`src/rtl/stopwatch_bcd_counter_if.sv`:
```
// Button inputs and display outputs of the stopwatch, bundled for the
// push-button side (master) and the stopwatch core (slave).
interface stopwatch_bcd_counter_if;
    logic        btn_start_stop;
    logic        btn_clear;
    logic [15:0] bcd_value;
    logic        running;

    modport master (
        output btn_start_stop,
        output btn_clear,
        input  bcd_value,
        input  running
    );

    modport slave (
        input  btn_start_stop,
        input  btn_clear,
        output bcd_value,
        output running
    );
endinterface

```
`src/rtl/stopwatch_bcd_counter.sv`:
```
// Four-digit BCD stopwatch (SS.cc) with synchronised, debounced start/stop and
// clear buttons, a run/pause FSM and a tick prescaler.
module stopwatch_bcd_counter #(
    parameter int CLK_FREQ_HZ     = 100_000_000,
    parameter int TICK_HZ         = 100,
    parameter int DEBOUNCE_CYCLES = 1_000_000
) (
    input  logic                    clk,
    input  logic                    rst,
    stopwatch_bcd_counter_if.slave  bus
);
    localparam int PRESC_MAX = CLK_FREQ_HZ / TICK_HZ - 1;
    localparam int PW        = $clog2(PRESC_MAX + 2);
    localparam int DW        = $clog2(DEBOUNCE_CYCLES + 1);

    localparam logic [PW-1:0] PRESC_LAST = PW'(PRESC_MAX);
    localparam logic [DW-1:0] DEB_LAST   = DW'(DEBOUNCE_CYCLES - 1);

    typedef enum logic [1:0] {IDLE, RUN, PAUSED} state_t;

    state_t        state;
    logic [1:0]    btn_raw;
    logic [1:0]    btn_p0;
    logic [1:0]    btn_p1;
    logic [1:0]    lvl_p2;
    logic [1:0]    lvl_q;
    logic [DW-1:0] deb_cnt [2];
    logic [1:0]    press;
    logic          press_ss;
    logic          press_clr;
    logic          tick;
    logic [PW-1:0] presc;
    logic [15:0]   bcd_q;
    logic          run_q;

    // Decimal increment; any digit at 9 (or out of range) wraps to 0 and carries.
    function automatic logic [15:0] bcd_inc(input logic [15:0] v);
        logic [15:0] r;
        logic        carry;
        r     = v;
        carry = 1'b1;
        for (int d = 0; d < 4; d++) begin
            if (carry) begin
                if (v[4*d +: 4] >= 4'd9) begin
                    r[4*d +: 4] = 4'd0;
                end else begin
                    r[4*d +: 4] = v[4*d +: 4] + 4'd1;
                    carry       = 1'b0;
                end
            end
        end
        return r;
    endfunction

    assign btn_raw = {bus.btn_clear, bus.btn_start_stop};

    // p0/p1: synchroniser, p2: debounced level
    always_ff @(posedge clk) begin
        if (rst) begin
            btn_p0 <= '0;
            btn_p1 <= '0;
            lvl_p2 <= '0;
            lvl_q  <= '0;
            for (int i = 0; i < 2; i++) begin
                deb_cnt[i] <= '0;
            end
        end else begin
            btn_p0 <= btn_raw;
            btn_p1 <= btn_p0;
            lvl_q  <= lvl_p2;
            for (int i = 0; i < 2; i++) begin
                if (btn_p1[i] != lvl_p2[i]) begin
                    if (deb_cnt[i] == DEB_LAST) begin
                        lvl_p2[i]  <= btn_p1[i];
                        deb_cnt[i] <= '0;
                    end else begin
                        deb_cnt[i] <= deb_cnt[i] + DW'(1);
                    end
                end else begin
                    deb_cnt[i] <= '0;
                end
            end
        end
    end

    assign press     = lvl_p2 & ~lvl_q;
    assign press_ss  = press[0];
    assign press_clr = press[1];
    assign tick      = (state == RUN) && (presc == PRESC_LAST);

    // Run control; clear overrides a simultaneous start/stop press.
    always_ff @(posedge clk) begin
        if (rst) begin
            state <= IDLE;
            run_q <= 1'b0;
            presc <= '0;
            bcd_q <= '0;
        end else if (press_clr) begin
            state <= IDLE;
            run_q <= 1'b0;
            presc <= '0;
            bcd_q <= '0;
        end else begin
            if (state == RUN) begin
                presc <= tick ? '0 : presc + PW'(1);
                if (tick) begin
                    bcd_q <= bcd_inc(bcd_q);
                end
            end
            if (press_ss) begin
                case (state)
                    IDLE: begin
                        state <= RUN;
                        run_q <= 1'b1;
                    end
                    RUN: begin
                        state <= PAUSED;
                        run_q <= 1'b0;
                    end
                    PAUSED: begin
                        state <= RUN;
                        run_q <= 1'b1;
                    end
                    default: begin
                        state <= IDLE;
                        run_q <= 1'b0;
                    end
                endcase
            end
        end
    end

    assign bus.bcd_value = bcd_q;
    assign bus.running   = run_q;
endmodule

```
`src/flat_wrapper.sv`:
```
// flat-port wrapper written by rule: the top's interface ports become plain ports
module stopwatch_bcd_counter_flat 
#(
    parameter int CLK_FREQ_HZ     = 100_000_000,
    parameter int TICK_HZ         = 100,
    parameter int DEBOUNCE_CYCLES = 1_000_000
)
  (clk, rst, bus_btn_start_stop, bus_btn_clear, bus_bcd_value, bus_running);
  stopwatch_bcd_counter_if bus_i ();
  input  logic clk;
  input  logic rst;
  input wire logic [$bits(bus_i.btn_start_stop)-1:0] bus_btn_start_stop;
  input wire logic [$bits(bus_i.btn_clear)-1:0] bus_btn_clear;
  output wire logic [$bits(bus_i.bcd_value)-1:0] bus_bcd_value;
  output wire logic [$bits(bus_i.running)-1:0] bus_running;
  assign bus_i.btn_start_stop = bus_btn_start_stop;
  assign bus_i.btn_clear = bus_btn_clear;
  assign bus_bcd_value = bus_i.bcd_value;
  assign bus_running = bus_i.running;
  stopwatch_bcd_counter #(.CLK_FREQ_HZ(CLK_FREQ_HZ), .TICK_HZ(TICK_HZ), .DEBOUNCE_CYCLES(DEBOUNCE_CYCLES)) u_core (.clk(clk), .rst(rst), .bus(bus_i));
endmodule
```
`config.mk`:
```
export PLATFORM = sky130hd
export DESIGN_NAME = stopwatch_bcd_counter_flat
export DESIGN_NICKNAME = d
export VERILOG_FILES = /design/src/rtl/stopwatch_bcd_counter_if.sv /design/src/rtl/stopwatch_bcd_counter.sv /design/src/flat_wrapper.sv
export SDC_FILE = /design/constraint.sdc
export NUM_CORES = 1
export LEC_CHECK = 0
export CAP_MARGIN = 20
export CORE_ASPECT_RATIO = 0.5
export CORE_MARGIN = 1.5
export CORE_UTILIZATION = 40
export DETAILED_ROUTE_END_ITERATION = 8
export PLACE_DENSITY_LB_ADDON = 0.05
export SETUP_SLACK_MARGIN = 0.4
export SYNTH_ARGS = -nofsm -noshare
export SYNTH_HDL_FRONTEND = slang
export SYNTH_SLANG_ARGS = --single-unit
```
`constraint.sdc`:
```
create_clock -name clk -period 3.55 [get_ports clk]
set_input_delay 0.71 -clock clk [delete_from_list [all_inputs] [get_ports clk]]
set_output_delay 0.71 -clock clk [all_outputs]
set_load 0.02 [all_outputs]
```
==> results by group <==
Run status
  • Status: completed

STA
  • Hold WS: 438 ps
  • Final WS setup: about 960 ps
  • Worst-Margin Slew: 719 ps
  • Worst slew margin: 0.516
  • Sum Neg Setup Slack: 0 ps
  • Final Setup Violations: 0
  • RSZ-0062 raised after global routing: false
  • Final min period: 2590 ps
  • Slew Viols, Final: 0
  • Crit share post-route: 0.731
  • F_max: 0.386 GHz
  • Hold Fails Final Rpt: 0
  • Clk_skew: approximately 5.3 ps

Clocking
  • Clock sinks: 86
  • Clock transition at path regs: 60 ps
  • # hold bufs at CTS: 0
  • Resized cells post-CTS: 0
  • CTS tree: built
  • Post CTS Setup Buffer Count: 0
  • CTS buffer count: 9
  • Clock Path Buffers: 2
  • H-tree depth: 3
  • CTS root buf: clkbuf_16
  • Clk_lat worst skew: roughly 330 ps

Floorplanning
  • Initial Utilization: 0.417
  • Core Box Area: 10300 sq um
  • FP Rows: 26
  • I/O pin cnt: 21
  • Die W: 150 um
  • Full die area: 11400 sq um
  • Die Y: 76.3 um

Final layout
  • Area of the multi-input gates: approximately 2200 sq um
  • P&R area growth vs syn: 18.6%
  • Antenna Cells: 0
  • Layout fillers: 963
  • Non-Filler Instances: 654
  • Nets: 528
  • Register area: 2120 sq um
  • Layout cells sized above 1: 0.0409

Global routing
  • Initial antenna violation count: 0
  • Global-route wire length before repair: 13500 um
  • Grt total ovfl: 0
  • Pin count of the biggest net entering global routing: 21
  • Vias in the first global route: approximately 2.9k
  • GRT Resource Usage Total: 0.147

Detailed routing
  • Detailed Route WL: 7630 um
  • DRT Pass-1 Iters: 5
  • Post-route DRC: 0
  • Met3 wire length: 205 um
  • DR top layer: met4
  • First-iteration detailed-routing DRC count: 106
  • Met2 wire len: 3300 um
  • Via count: 3117
  • Wire length on met1: 4040 um
  • Via-to-Cell Ratio: approximately 4.8
  • Final ANT Viol Nets: 0
  • Routed len/inst: 11.7 um

Place
  • PortBufs: 20
  • Routability Congestion: 0.746
  • Pre-CTS setup slack: 833 ps
  • DP Cell Count: 638
  • Dpl hpwl: 5350 um

Synthesis
  • Warnings from Yosys: 0
  • Syn_area_per_cell: 9.57 sq um
  • FF+latch count, synth: 86
  • Synth area leader: edfxtp_1
  • Mapped Area: 4300 sq um
  • Largest family of logic cells by synthesized area: simple AND/OR/NAND/NOR gates
  • Multiplexer share of the synthesized area: 0.00932
  • Ys flop type: dfxtp_1
  • Post-Syn Instances: between 400 and 500
  • Sequential share of the synthesized area: 0.494
  • Number of synthesized flops with an enable pin: 40
  • Top-area cell type share of the netlist area: 0.279
  • Synth Area in Compound Gates: 0.0469
  • Ys async rst share: 0
  • Xor and xnor area share after synthesis: 0.114
  • Post-synth cell types: 42
  • Adder-cell share of the synthesized area: 0.0437
  • Synth top area cells: edfxtp_1, dfxtp_1, nor2_1, xnor2_1, xor2_1
  • Synth Area in Simple Gates: 0.265

Setup path
  • RR Endpoint: u_core.bus.bcd_value[14]
  • Most used cell, CP: or4_1
  • CP required: 3810 ps
  • R2R setup slack: about 960 ps
  • Crit Path Max Fanout: 10
  • Critical path class: register to register
  • Crit end category: register
  • R2R cell count: 6
  • CP max stage delay: 710 ps
  • Worst-path cell chain: ha_1 > and4b_1 > nand4b_2 > or4_1 > or4_1 > a21oi_1
  • CP Launch Type: register
  • RR Startpoint: u_core.presc[0]
  • Crit path DAT: roughly 2900 ps
  • CP max-delay cell: or4_1

Hold path
  • Hold Path End: u_core.btn_p1[1]
  • Min-Delay Path Depth: 1
  • Hold Path Class: register to register
  • Hold_sp: u_core.btn_p0[1]

Power and ir drop
  • VDD IR max: around 0.25 mV
  • Lkg Pwr: 1.79 nW
  • Pwr/cell area: 412 nW/um^2

Job
  • Maxcap violations: 0
## cells by family after synthesis
logic type / after synthesis
and+or+nand+nor: 226
xor gates and xnor gates: 56
adders and majority gates: 15
muxes: 4
buffers and inverters: 29
AOI/OAI and AO/OA: 32
DFF: 86
other: 1
## cell usage in the layout (no fill, tap or decap), types with 5 or more instances in the layout
cell type,Yosys,final
inv_1,16,16
ha_1,15,15
xor2_1,28,28
nand3_1,19,19
nand4_1,16,16
nor2b_1,8,8
nand2b_1,6,6
dfxtp_1,46,46
nor4_1,6,6
nor3_1,11,11
or3_1,6,6
o21ai_0,7,7
nor4b_1,5,5
xnor2_1,28,28
clkdlybuf4s50_1,0,20
nor2_1,84,84
and3_1,9,9
a21oi_1,11,11
edfxtp_1,40,40
conb_1,1,40
clkbuf_16,0,10
nand2_1,37,37
## cells in the mapped netlist (all sizes together), types with 4 or more instances
| cell type | count |
|---|---|
| nand4 | 16 |
| clkbuf | 9 |
| and3 | 9 |
| ha | 15 |
| nor4 | 6 |
| nand2b | 6 |
| nand3 | 19 |
| a21oi | 11 |
| xor2 | 28 |
| o21ai | 7 |
| xnor2 | 28 |
| or4 | 4 |
| or3 | 6 |
| nor2b | 8 |
| nor2 | 84 |
| dfxtp | 46 |
| nor3 | 11 |
| inv | 16 |
| nand2 | 37 |
| mux2i | 4 |
| buf | 4 |
| and4 | 4 |
| o31ai | 4 |
| nor4b | 7 |
| edfxtp | 40 |
## report_power, final
group | total (mW) | internal [mW] | switching, mW
registers | 1.08 | 1.06 | 0.0212
clock network | 0.967 | 0.601 | 0.365
logic | 0.0528 | 0.0208 | 0.0321
total | 2.10 | 1.68 | 0.418
## area by class of cell
| class | count | area share |
|---|---|---|
| repair buffers | 23 | 0.0437 |
| well taps | 140 | 0.0344 |
| flip-flops and latches | 86 | 0.416 |
| clock buffers | 12 | 0.0525 |
| multi-input cells | 373 | 0.433 |
| inverters | 16 | 0.0118 |
| clock inverters | 4 | 0.00834 |
## flip-flops by register name, summed over array words and instances (netlist names)
name,flops
u_core.state,2
u_core.deb_cnt,40
u_core.lvl_p2,2
u_core.lvl_q,2
u_core.presc,20
u_core.btn_p0,2
u_core.btn_p1,2
u_core.bus.bcd_value,16
## how the worst max path moves through the flow
stage | from | slack (ps) | cells after the start | end
final | u_core.presc[0] | 960 | 6 | u_core.bus.bcd_value[14]
after CTS | u_core.presc[0] | 940 | 6 | u_core.bus.bcd_value[14]
after global routing | u_core.presc[0] | 810 | 6 | u_core.bus.bcd_value[14]
after floorplan | u_core.bus.bcd_value[0] | 1110 | 8 | u_core.bus.bcd_value[14]
after global placement | rst | 880 | 4 | u_core.presc[17]
after detailed placement | rst | 830 | 4 | u_core.presc[17]
## critical path, delay by kind of cell, from the launching register on
family / cells / cell delay, ps
AO/OA/AOI/OAI: 1 / 140
adder cells (fa/ha/maj): 1 / 180
flip-flops: 1 / 370
AND/OR/NAND/NOR: 4 / 1830
## stage by stage
step | power [mW] | cell area [sq um] | util
final | 2.10 | 5100 | 0.494
after global routing | 2.18 | 5100 | 0.494
after CTS | 2.13 | 5100 | 0.494
after detailed placement | 1.15 | 4790 | 0.464
after global placement | 1.15 | 4790 | 0.464
after floorplan | 1.14 | 4440 | -
## metal layers
metal / GRT usage / vias to the layer above
met4: 0.0416 / 0
li1: - / 1637
met5: 0 / -
met1: 0.196 / 1452
met2: 0.229 / 22
met3: 0.0449 / 6
Power figures use the tool's default switching activity.
